### config.mk
export PLATFORM = sky130hd
export DESIGN_NAME = vdp_raster_coprocessor
export DESIGN_NICKNAME = d
export VERILOG_FILES = /design/src/rtl/vdp_coprocessor_pkg.sv /design/src/rtl/vdp_raster_match.sv /design/src/rtl/vdp_raster_coprocessor.sv
export SDC_FILE = /design/constraint.sdc
export NUM_CORES = 1
export LEC_CHECK = 0
export BUFFER_PORTS_ARGS = -buffer_cell sky130_fd_sc_hd__buf_2
export CAP_MARGIN = 20
export CORE_MARGIN = 2
export CORE_UTILIZATION = 45
export DETAILED_ROUTE_END_ITERATION = 12
export MAX_ROUTING_LAYER = met4
export PLACE_DENSITY = 0.69
export RECOVER_POWER = 50
export SYNTH_ARGS = -nofsm -noshare
export SYNTH_HDL_FRONTEND = slang
export SYNTH_SLANG_ARGS = --single-unit
### constraint.sdc
create_clock -name clk -period 6.36 [get_ports clk]
set_input_delay 1.272 -clock clk [delete_from_list [all_inputs] [get_ports clk]]
set_output_delay 1.272 -clock clk [all_outputs]
set_load 0.02 [all_outputs]
### src/rtl/vdp_coprocessor_pkg.sv
// Shared opcode, op-word field and state definitions for the raster coprocessor.
package vdp_coprocessor_pkg;

  localparam logic [2:0] OP_SET_X  = 3'd0;
  localparam logic [2:0] OP_WAIT_Y = 3'd1;
  localparam logic [2:0] OP_WRITE  = 3'd2;
  localparam logic [2:0] OP_JUMP   = 3'd3;
  localparam logic [2:0] OP_HALT   = 3'd7;

  // Op word field positions
  localparam int OP_MSB  = 15;
  localparam int OP_LSB  = 13;
  localparam int INC_BIT = 12;
  localparam int CNT_MSB = 11;
  localparam int CNT_LSB = 6;
  localparam int CNT_W   = CNT_MSB - CNT_LSB + 1;

  typedef enum logic [2:0] {
    S_FETCH,
    S_DECODE,
    S_WAIT,
    S_DFETCH,
    S_DWRITE,
    S_HALT
  } state_t;

endpackage

### src/rtl/vdp_raster_match.sv
// Holds the programmed beam target and flags when the beam has reached it.
// The X compare is >= so a WAIT issued late on the target line still fires.
module vdp_raster_match #(
  parameter int RASTER_X_WIDTH = 11,
  parameter int RASTER_Y_WIDTH = 10
) (
  input  logic                      clk,
  input  logic                      reset,
  input  logic                      i_ld_x,
  input  logic                      i_ld_y,
  input  logic [RASTER_X_WIDTH-1:0] i_x_val,
  input  logic [RASTER_Y_WIDTH-1:0] i_y_val,
  input  logic [RASTER_X_WIDTH-1:0] i_raster_x,
  input  logic [RASTER_Y_WIDTH-1:0] i_raster_y,
  output logic                      o_hit
);

  logic [RASTER_X_WIDTH-1:0] r_tx;
  logic [RASTER_Y_WIDTH-1:0] r_ty;

  // Target registers, loaded by SET_X / WAIT_Y decode
  always_ff @(posedge clk or posedge reset) begin
    if (reset) begin
      r_tx <= '0;
      r_ty <= '0;
    end else begin
      if (i_ld_x) r_tx <= i_x_val;
      if (i_ld_y) r_ty <= i_y_val;
    end
  end

  assign o_hit = (i_raster_y == r_ty) && (i_raster_x >= r_tx);

endmodule

### src/rtl/vdp_raster_coprocessor.sv
// Copper-style display-list engine: fetches ops from copper RAM and issues
// beam-synchronised VDP register writes over a valid/ready port.
module vdp_raster_coprocessor
  import vdp_coprocessor_pkg::*;
#(
  parameter int PC_WIDTH       = 11,
  parameter int REG_ADDR_WIDTH = 6,
  parameter int RASTER_X_WIDTH = 11,
  parameter int RASTER_Y_WIDTH = 10,
  parameter int PC_RESET       = 0
) (
  input  logic                      clk,
  input  logic                      reset,
  input  logic                      enable,
  input  logic                      frame_restart,
  input  logic [RASTER_X_WIDTH-1:0] raster_x,
  input  logic [RASTER_Y_WIDTH-1:0] raster_y,
  output logic [PC_WIDTH-1:0]       ram_read_address,
  input  logic [15:0]               ram_read_data,
  output logic [REG_ADDR_WIDTH-1:0] reg_write_address,
  output logic [15:0]               reg_write_data,
  output logic                      reg_write_en,
  input  logic                      reg_write_ready,
  output logic                      halted
);

  localparam logic [PC_WIDTH-1:0] LP_PC_RESET = PC_WIDTH'(PC_RESET);

  state_t                    r_state, w_state_nx;
  logic [PC_WIDTH-1:0]       r_pc, w_pc_nx;
  logic [REG_ADDR_WIDTH-1:0] r_waddr, w_waddr_nx;
  logic [15:0]               r_wdata, w_wdata_nx;
  logic [CNT_W-1:0]          r_cnt, w_cnt_nx;
  logic                      r_wen, w_wen_nx;
  logic                      r_inc, w_inc_nx;
  logic                      r_rst_pend, w_rst_pend_nx;
  logic                      w_ld_x, w_ld_y, w_hit, w_accept;
  logic [2:0]                w_op;

  assign w_op     = ram_read_data[OP_MSB:OP_LSB];
  assign w_accept = r_wen & reg_write_ready;

  vdp_raster_match #(
    .RASTER_X_WIDTH(RASTER_X_WIDTH),
    .RASTER_Y_WIDTH(RASTER_Y_WIDTH)
  ) u_match (
    .clk       (clk),
    .reset     (reset),
    .i_ld_x    (w_ld_x),
    .i_ld_y    (w_ld_y),
    .i_x_val   (ram_read_data[RASTER_X_WIDTH-1:0]),
    .i_y_val   (ram_read_data[RASTER_Y_WIDTH-1:0]),
    .i_raster_x(raster_x),
    .i_raster_y(raster_y),
    .o_hit     (w_hit)
  );

  // State and datapath registers
  always_ff @(posedge clk or posedge reset) begin
    if (reset) begin
      r_state    <= S_FETCH;
      r_pc       <= LP_PC_RESET;
      r_waddr    <= '0;
      r_wdata    <= '0;
      r_cnt      <= '0;
      r_wen      <= 1'b0;
      r_inc      <= 1'b0;
      r_rst_pend <= 1'b0;
    end else begin
      r_state    <= w_state_nx;
      r_pc       <= w_pc_nx;
      r_waddr    <= w_waddr_nx;
      r_wdata    <= w_wdata_nx;
      r_cnt      <= w_cnt_nx;
      r_wen      <= w_wen_nx;
      r_inc      <= w_inc_nx;
      r_rst_pend <= w_rst_pend_nx;
    end
  end

  // Next-state: an outstanding write owns the block until accepted; otherwise
  // restart beats everything, and enable gates normal sequencing.
  always_comb begin
    w_state_nx    = r_state;
    w_pc_nx       = r_pc;
    w_waddr_nx    = r_waddr;
    w_wdata_nx    = r_wdata;
    w_cnt_nx      = r_cnt;
    w_wen_nx      = r_wen;
    w_inc_nx      = r_inc;
    w_rst_pend_nx = r_rst_pend;
    w_ld_x        = 1'b0;
    w_ld_y        = 1'b0;
    if (r_wen) begin
      if (w_accept) begin
        w_wen_nx = 1'b0;
        w_pc_nx  = r_pc + PC_WIDTH'(1);
        if (r_inc) w_waddr_nx = r_waddr + REG_ADDR_WIDTH'(1);
        if (frame_restart || r_rst_pend) begin
          w_pc_nx       = LP_PC_RESET;
          w_state_nx    = S_FETCH;
          w_rst_pend_nx = 1'b0;
        end else if (r_cnt != '0) begin
          w_cnt_nx   = r_cnt - CNT_W'(1);
          w_state_nx = S_DFETCH;
        end else begin
          w_state_nx = S_FETCH;
        end
      end else if (frame_restart) begin
        w_rst_pend_nx = 1'b1;
      end
    end else if (frame_restart) begin
      w_pc_nx    = LP_PC_RESET;
      w_state_nx = S_FETCH;
    end else if (enable) begin
      case (r_state)
        S_FETCH:  w_state_nx = S_DECODE;
        S_DECODE: begin
          case (w_op)
            OP_SET_X: begin
              w_ld_x     = 1'b1;
              w_pc_nx    = r_pc + PC_WIDTH'(1);
              w_state_nx = S_FETCH;
            end
            OP_WAIT_Y: begin
              w_ld_y     = 1'b1;
              w_state_nx = S_WAIT;
            end
            OP_WRITE: begin
              w_inc_nx   = ram_read_data[INC_BIT];
              w_cnt_nx   = ram_read_data[CNT_MSB:CNT_LSB];
              w_waddr_nx = ram_read_data[REG_ADDR_WIDTH-1:0];
              w_pc_nx    = r_pc + PC_WIDTH'(1);
              w_state_nx = S_DFETCH;
            end
            OP_JUMP: begin
              w_pc_nx    = ram_read_data[PC_WIDTH-1:0];
              w_state_nx = S_FETCH;
            end
            OP_HALT:  w_state_nx = S_HALT;
            default: begin
              w_pc_nx    = r_pc + PC_WIDTH'(1);
              w_state_nx = S_FETCH;
            end
          endcase
        end
        S_WAIT: begin
          if (w_hit) begin
            w_pc_nx    = r_pc + PC_WIDTH'(1);
            w_state_nx = S_FETCH;
          end
        end
        S_DFETCH: w_state_nx = S_DWRITE;
        S_DWRITE: begin
          // RAM word is valid now; latch it so it stays stable under stalls
          w_wen_nx   = 1'b1;
          w_wdata_nx = ram_read_data;
        end
        S_HALT:   w_state_nx = S_HALT;
        default:  w_state_nx = S_FETCH;
      endcase
    end
  end

  assign ram_read_address  = r_pc;
  assign reg_write_address = r_waddr;
  assign reg_write_data    = r_wdata;
  assign reg_write_en      = r_wen;
  assign halted            = (r_state == S_HALT);

endmodule

# [Word-level counts from Yosys, hierarchy flattened]
# Index checks and enable logic that the tools add are counted.
[op_classes] magnitude_cmp=1 eq_ne=19 mux=50 n_reduce_logical=19 add_sub_neg=3 n_bitwise=3
[op_table] operator="$mux 6" count=15
[op_table] operator="$mux 11" count=6
[op_table] operator="$pmux 11 s2" count=2
[op_table] operator="$mux 1" count=18
[op_table] operator="$pmux 3 s6" count=1
[op_table] operator="$mux 3" count=5
[op_table] operator="$eq 3x2->1 const B" count=4
[op_table] operator="$add 11x1->11 const B" count=1
[op_table] operator="$ge 11x11->1" count=1
[op_table] operator="$eq 10x10->1" count=1
[op_table] operator="$ne 2x1->1 const B" count=5
[op_table] operator="$reduce_and 5->1" count=2
[op_table] operator="$eq 3x3->1 const B" count=3
[op_table] operator="$pmux 3 s3" count=1
[op_table] operator="$reduce_and 4->1" count=2
[op_table] operator="$reduce_bool 2->1" count=4
[op_table] operator="$reduce_and 7->1" count=1
[op_table] operator="$add 6x1->6 const B" count=1
[op_table] operator="$eq 3x1->1 const B" count=2
[op_table] operator="$logic_not 3->1" count=2
[op_table] operator="$reduce_and 6->1" count=1
[op_table] operator="$reduce_bool 6->1" count=1
[op_table] operator="$sub 6x1->6 const B" count=1
[op_table] operator="$mux 2" count=2
[op_table] operator="12 further kinds" count=13
[totals] inputBits=42 output_inout_bits=35 word_cells=105 register_bits=66

# [Longest topological paths before layout]
# Gate-level depths: netlist of run 1.
[depth] depth_word=7 ltp_mapped=10 ltp_nobuf=9

# [Cells and area by module]
# From an unflattened synthesis of run 1, not the netlist that was laid out.
[unflattened] hier_cells=373 hier_area_um2=3838.7
[modules_own_cells] module="vdp_raster_coprocessor" cells_each=266 area_per_inst_um2=2698.8 n_inst=1 seq_area_each_um2=1126.1
[modules_own_cells] module="vdp_raster_match" cells_each=107 area_per_inst_um2=1139.8 n_inst=1 seq_area_each_um2=525.5

# [Worst setup path after synthesis of run 1]
# No wires, ideal clock.
[synth_path] path_type="input-to-reg" startpoint="input port raster_x[6]" endpoint="register r_pc[10], in the netlist ram_read_address[10]" path_stages=8 required_time_ns=6.231 t_arrival_ns=2.713 path_slack_ns=3.519 path_buffers=1 setup_time_ns=0.129 path_cell_list="ha_1 a21o_1 a221o_1 a41oi_1 o211ai_1 nand3_1 buf_2 o21ai_0"
[synth_via] elab_chain_cells=4
[synth_rtl] element="start, declared" line="vdp_raster_coprocessor.sv:16" source="input logic [RASTER_X_WIDTH-1:0] raster_x,"
[synth_rtl] element="$ge 11x11->1" line="vdp_raster_match.sv:32" source="assign o_hit = (i_raster_y == r_ty) && (i_raster_x >= r_tx);"
[synth_rtl] element="$logic_and 1x1->1" line="vdp_raster_match.sv:32"
[synth_rtl] element="$ne 4x3->1 (no line)"
[synth_rtl] element="$reduce_and 5->1 (no line)"
[synth_rtl] element="end signal, assigned" line="vdp_raster_coprocessor.sv:71" source="r_pc <= w_pc_nx;"
[synth_rtl] element="end, declared" line="vdp_raster_coprocessor.sv:30" source="logic [PC_WIDTH-1:0] r_pc, w_pc_nx;"
# Every way passes these cells.
# A chain may end at the register's enable or synchronous reset.

# [Worst setup path after layout of run 1]
[layout_path] startpoint="input port raster_x[7]" endpoint="register r_pc[10], in the netlist ram_read_address[10]"
# Same word-level chain as after synthesis.

==> flow_metrics.env, run 1 <==
export IMPL_status="finished clean"
export IMPL_cts_tree="built"
export IMPL_crit_top_cell="o21ai_0"
export IMPL_syn_area_per_cell_um2=9.70
export IMPL_hold_path_class="flip-flop to flip-flop"
export IMPL_async_flop_share_pct=100
export IMPL_post_route_period_util_pct=48.4
export IMPL_dp_cells=536
export IMPL_synth_area_leaders="dfrtp_1 (46%), mux2_2 (8.8%), o21ai_0 (5.7%)"
export IMPL_first_global_vias=2741
export IMPL_routedWlPerCell_um=15.7
export IMPL_cp_num_buf_inv=1
export IMPL_synth_ff_type="dfrtp_1"
export IMPL_setup_violations=0
export IMPL_antenna_found_initial=0
export IMPL_routabilityCongestion=0.858
export IMPL_max_cap_violations=0
export IMPL_power_density_nw_per_um2=401
export IMPL_ff_latch_area_um2=1650
export IMPL_cp_max_fo=22
export IMPL_rows=32
export IMPL_fp_dieArea_um2=8730
export IMPL_die_w_um=93.4
export IMPL_max_freq_mhz=325
export IMPL_root_buffer="clkbuf_8"
export IMPL_grt_max_degree=67
export IMPL_syn_to_final_growth_pct=18.2
export IMPL_viasPerCell=5.47
export IMPL_p_leak_nw=2.03
export IMPL_worstMarginPinSlew_ns=0.938
export IMPL_rsz0062_at_grt="no"
export IMPL_final_core_util_pct=55.1
export IMPL_cts_resized=0
export IMPL_fin_worst_skew_ns=0.00908
export IMPL_cts_sinks=66
export IMPL_htreeDepth=3
export IMPL_synth_edf_count=0
export IMPL_synth_fp_nets=427
export IMPL_hold_viol=0
export IMPL_final_antenna_net_count=0
export IMPL_place_ws_ns=2.90
export IMPL_start_kind="input port"
export IMPL_cts_buffers=9
export IMPL_drc_errors=0
export IMPL_cts_hold_buffers_added=0
export IMPL_yosys_area_top_type_share_pct=45.9
export IMPL_synth_distinct_cells=41
export IMPL_layout_common_cells="dfrtp_1 (66), buf_2 (59), o21ai_0 (41)"
export IMPL_clock_path_buffers=2
export IMPL_io_pins=77
export IMPL_setup_ws_ns=3.28
export IMPL_tns_ns=0
export IMPL_finish_instance_area_um2=4250
export IMPL_vias=3025
export IMPL_grt_first_pass_wirelength_mm=13.9
export IMPL_vdd_drop_max_mv=0.226
export IMPL_final_nets=502
export IMPL_p_total_mw=1.71
export IMPL_cts_setup_buffers=0
export IMPL_worstPathArrival_ns=3.34
export IMPL_drtIter0Drc=172
export IMPL_slowest_delay_ns=0.48
export IMPL_slew_viol_final=0
export IMPL_n_fill_cell=731
export IMPL_setup_worst_path_class="input port to flip-flop"
export IMPL_slew_headroom_pct=37.3
export IMPL_required_ns=6.62
export IMPL_synth_seq_cells=66
export IMPL_crit_family="compound AO/OA/AOI/OAI gates"
export IMPL_slowest_stage="nand3_1"
export IMPL_layout_commonest_cell="dfrtp_1"
export IMPL_whs_ns=0.507
export IMPL_core_um2=7730
export IMPL_n_antenna_cell=0
export IMPL_clk_insertion_delay_late_ns=0.35
export IMPL_initial_core_util_pct=46.6
export IMPL_path_cells="buf_2 > ha_1 > and3_1 > a221o_1 > a41oi_1 > o211ai_1 > nand3_1 > o21ai_0 > o21ai_0"
export IMPL_syn_area_um2=3600
export IMPL_syn_inst=371
export IMPL_hpwl_mm=6.08
export IMPL_clkSlewWorstSetupHoldPaths_ns=0.07
export IMPL_totalWireLength_mm=8.71
export IMPL_port_buffers=76
export IMPL_stdcell_count=553
export IMPL_multiInputGateArea_um2=1780
export IMPL_grt_usage_pct=21.6
export IMPL_drive_above_1_share_pct=25.5
export IMPL_critPathCaptureType="flip-flop"
export IMPL_dr_pass1_iters=5
export IMPL_ys_seq_area_share_pct=45.9
export IMPL_fp_dieH_um=93.4
export IMPL_min_period_ns=3.08
export IMPL_place_area_um2=4050
export IMPL_gr_total_overflow=0
export IMPL_ys_warn_count=0
export IMPL_synth_largest_area_cell="dfrtp_1"
sequential cells by signal, indices dropped and copies added, names as in the netlist:
signal / count
u_match.r_ty: 10
r_cnt: 6
reg_write_data: 16
r_state: 3
reg_write_en: 1
r_inc: 1
r_rst_pend: 1
reg_write_address: 6
u_match.r_tx: 11
ram_read_address: 11
routing by layer:
layer	global-route usage (%)	wire [µm]	up-vias
met1	27.9	3950	1424
met3	5.72	476	19
met5	-	0	-
met4	7.11	160	0
li1	-	-	1483
met2	33.2	4120	99
cell usage after synthesis, drive strengths merged, types with 4 or more instances:
library cell	count
nor3b	4
mux2	28
nor4	4
a21oi	30
a31oi	10
inv	20
nor2b	4
ha	14
o22a	8
buf	14
xnor2	13
a21o	5
o21ai	41
dfrtp	66
nor2	25
nor3	10
nand2	28
and3	8
nand3	14
power breakdown:
group	leakage [nW]	total, mW	internal [mW]	switching (mW)
Sequential	0.841	0.720	0.592	0.128
Clock	0.100	0.361	0.184	0.177
Combinational	1.09	0.626	0.264	0.362
final cells by class:
| cell class | count | share of cell area [%] |
|---|---|---|
| multi-input combinational | 268 | 41.8 |
| sequential | 66 | 38.8 |
| timing repair buffer | 81 | 9.88 |
| tap | 102 | 3.00 |
| clock buffer | 9 | 2.91 |
| clock inverter | 7 | 1.82 |
| inverter | 20 | 1.76 |
path summary, 6_finish.rpt:
| kind | startpoint | end | slack (ns) | depth (start not counted) |
|---|---|---|---|---|
| max | raster_x[7] | ram_read_address[10]$_DFFE_PP0P_ | 3.28 | 9 |
| min | reg_write_data[11]$_DFFE_PP0P_ | reg_write_data[11]$_DFFE_PP0P_ | 0.51 | 1 |
| max reg2reg | reg_write_en$_DFF_PP0_ | ram_read_address[10]$_DFFE_PP0P_ | 3.92 | 8 |
| min reg2reg | reg_write_data[11]$_DFFE_PP0P_ | reg_write_data[11]$_DFFE_PP0P_ | 0.51 | 1 |
| max in group asynchronous | reset | u_match.r_tx[2]$_DFFE_PP0P_ | 4.63 | 3 |
| min in group asynchronous | reset | reg_write_data[0]$_DFFE_PP0P_ | 1.14 | 3 |
cells by family (layout without fill, tap and decap cells):
logic type | Yosys count | count (layout) | share of synthesized area (%)
AND/OR/NAND/NOR | 107 | 107 | 14.7
AO/OA/AOI/OAI | 103 | 103 | 16.9
flip-flops | 66 | 66 | 45.9
buffers and inverters | 37 | 117 | 4.83
multiplexers | 30 | 30 | 9.32
adder cells (fa/ha/maj) | 14 | 14 | 4.87
XOR/XNOR | 14 | 14 | 3.41
(Power assumes the default switching activity.)
==> run 2: changes to the inputs <==
- PLACE_DENSITY: 0.69 -> 0.72
- clock period: 6.36 -> 2.6 ns (I/O delays scaled with it)
==> flow_metrics.env, run 2 (synthesis gave the netlist of run 1 again) <==
export IMPL_r2r_end="reg_write_address[3]$_DFFE_PP0P_"
export IMPL_fin_worst_skew_ns=0.00832
export IMPL_ff_latch_area_um2=1650
export IMPL_layout_commonest_cell="dfrtp_1"
export IMPL_stdcell_count=555
export IMPL_final_nets=504
export IMPL_status="finished clean"
export IMPL_syn_to_final_growth_pct=17.5
export IMPL_initial_core_util_pct=46.6
export IMPL_start_kind="flip-flop"
export IMPL_rows=32
export IMPL_cts_resized=0
export IMPL_io_pins=77
export IMPL_hold_viol=0
export IMPL_antenna_found_initial=0
export IMPL_fp_dieArea_um2=8730
export IMPL_cp_max_fo=12
export IMPL_reg2reg_depth=6
export IMPL_power_density_nw_per_um2=968
export IMPL_hpwl_mm=6.35
export IMPL_dr_pass1_iters=4
export IMPL_finish_instance_area_um2=4230
export IMPL_htreeDepth=3
export IMPL_cts_setup_buffers=0
export IMPL_die_w_um=93.4
export IMPL_vdd_drop_max_mv=0.540
export IMPL_worstMarginPinSlew_ns=1.07
export IMPL_n_antenna_cell=0
export IMPL_vias=3059
export IMPL_grt_usage_pct=22.2
export IMPL_path_cells="and2b_2 > nand4_1 > nor3b_2 > a31oi_1 > nor2_1 > o22a_1"
export IMPL_post_route_period_util_pct=85.3
export IMPL_totalWireLength_mm=8.81
export IMPL_timing_rr_start="r_state[1]$_DFFE_PP0P_"
export IMPL_largest_reg_flops=16
export IMPL_grt_max_degree=39
export IMPL_slowest_stage="a31oi_1"
export IMPL_slew_viol_final=0
export IMPL_fp_dieH_um=93.4
export IMPL_routabilityCongestion=0.862
export IMPL_core_um2=7730
export IMPL_cts_tree="built"
export IMPL_layout_common_cells="dfrtp_1 (66), buf_2 (61), o21ai_0 (41)"
export IMPL_drtIter0Drc=214
export IMPL_setup_worst_path_class="flip-flop to flip-flop"
export IMPL_place_area_um2=4100
export IMPL_port_buffers=76
export IMPL_max_cap_violations=0
export IMPL_viasPerCell=5.51
export IMPL_slowest_delay_ns=0.70
export IMPL_drive_above_1_share_pct=26.0
export IMPL_setup_ws_ns=0.382
export IMPL_root_buffer="clkbuf_8"
export IMPL_required_ns=2.83
export IMPL_slew_headroom_pct=28.5
export IMPL_p_total_mw=4.09
export IMPL_dp_cells=539
export IMPL_place_ws_ns=0.191
export IMPL_min_period_ns=2.22
export IMPL_rrSetupSlack_ns=0.38
export IMPL_gr_total_overflow=0
export IMPL_tns_ns=0
export IMPL_drc_errors=0
export IMPL_hold_path_class="input port to async pin"
export IMPL_clk_insertion_delay_late_ns=0.34
export IMPL_rsz0062_at_grt="no"
export IMPL_worstPathArrival_ns=2.44
export IMPL_max_freq_mhz=451
export IMPL_p_leak_nw=2.03
export IMPL_grt_first_pass_wirelength_mm=14.3
export IMPL_setup_violations=0
export IMPL_final_antenna_net_count=0
export IMPL_multiInputGateArea_um2=1780
export IMPL_clkSlewWorstSetupHoldPaths_ns=0.07
export IMPL_clock_path_buffers=2
export IMPL_routedWlPerCell_um=15.9
export IMPL_critPathCaptureType="flip-flop"
export IMPL_n_fill_cell=724
export IMPL_cts_hold_buffers_added=0
export IMPL_cts_buffers=9
export IMPL_cts_sinks=66
export IMPL_first_global_vias=2961
[run 2: cell count changes in the layout (fill, tap and decap cells not counted), sizes merged]
| cell | previous run | this run |
|---|---|---|
| inv | 22 | 20 |
| clkbuf | 26 | 28 |
| buf | 64 | 66 |
| bufinv | 1 | 0 |
| clkinvlp | 1 | 2 |
[run 2: power breakdown]
group / switching, mW / internal [mW] / total, mW
Clock: 0.389 / 0.367 / 0.756
Sequential: 0.322 / 1.45 / 1.77
Combinational: 0.895 / 0.671 / 1.57
[run 2: area by class of cell]
cell class / count / area share [%]
inverters: 20 / 1.78
repair buffers: 83 / 9.94
clock inverters: 5 / 0.710
flip-flops and latches: 66 / 39.1
multi-input cells: 268 / 42.2
clock buffers: 11 / 3.34
well taps: 102 / 3.02
[run 2: critical path: cells and delay by family (launching register included)]
| kind | cells | cell delay [ns] |
|---|---|---|
| compound gates | 2 | 0.92 |
| simple gates | 4 | 0.72 |
| flops | 1 | 0.47 |
[run 2: layer usage]
metal,track usage [%],vias to the layer above,wire length (µm)
li1,-,1488,-
met1,27.9,1461,3930
met2,35.0,96,4190
met3,4.59,14,481
met4,9.80,0,210
met5,-,-,0
[run 2: how the worst max path moves through the flow]
stage,to,depth (start not counted),start,slack (ns)
after floorplan,r_cnt[0]$_DFFE_PP0P_,1,reset,0.43
final,reg_write_address[3]$_DFFE_PP0P_,6,r_state[1]$_DFFE_PP0P_,0.38
after global placement,ram_read_address[3]$_DFFE_PP0P_,10,raster_x[6],0.28
after global routing,reg_write_address[5]$_DFFE_PP0P_,7,reg_write_en$_DFF_PP0_,0.15
after detailed placement,ram_read_address[9]$_DFFE_PP0P_,10,raster_x[6],0.19
after CTS,reg_write_address[3]$_DFFE_PP0P_,6,r_state[1]$_DFFE_PP0P_,0.39
[run 2: metrics by stage]
| step | hold WS, ns | utilization, % |
|---|---|---|
| 5_1_grt | 0.424 | 54.7 |
| 2_1_floorplan | 0.473 | - |
| 4_1_cts | 0.267 | 55.2 |
| 3_3_place_gp | 0.484 | 53.0 |
| 3_5_place_dp | 0.488 | 53.0 |
| 6_report | 0.427 | 54.7 |
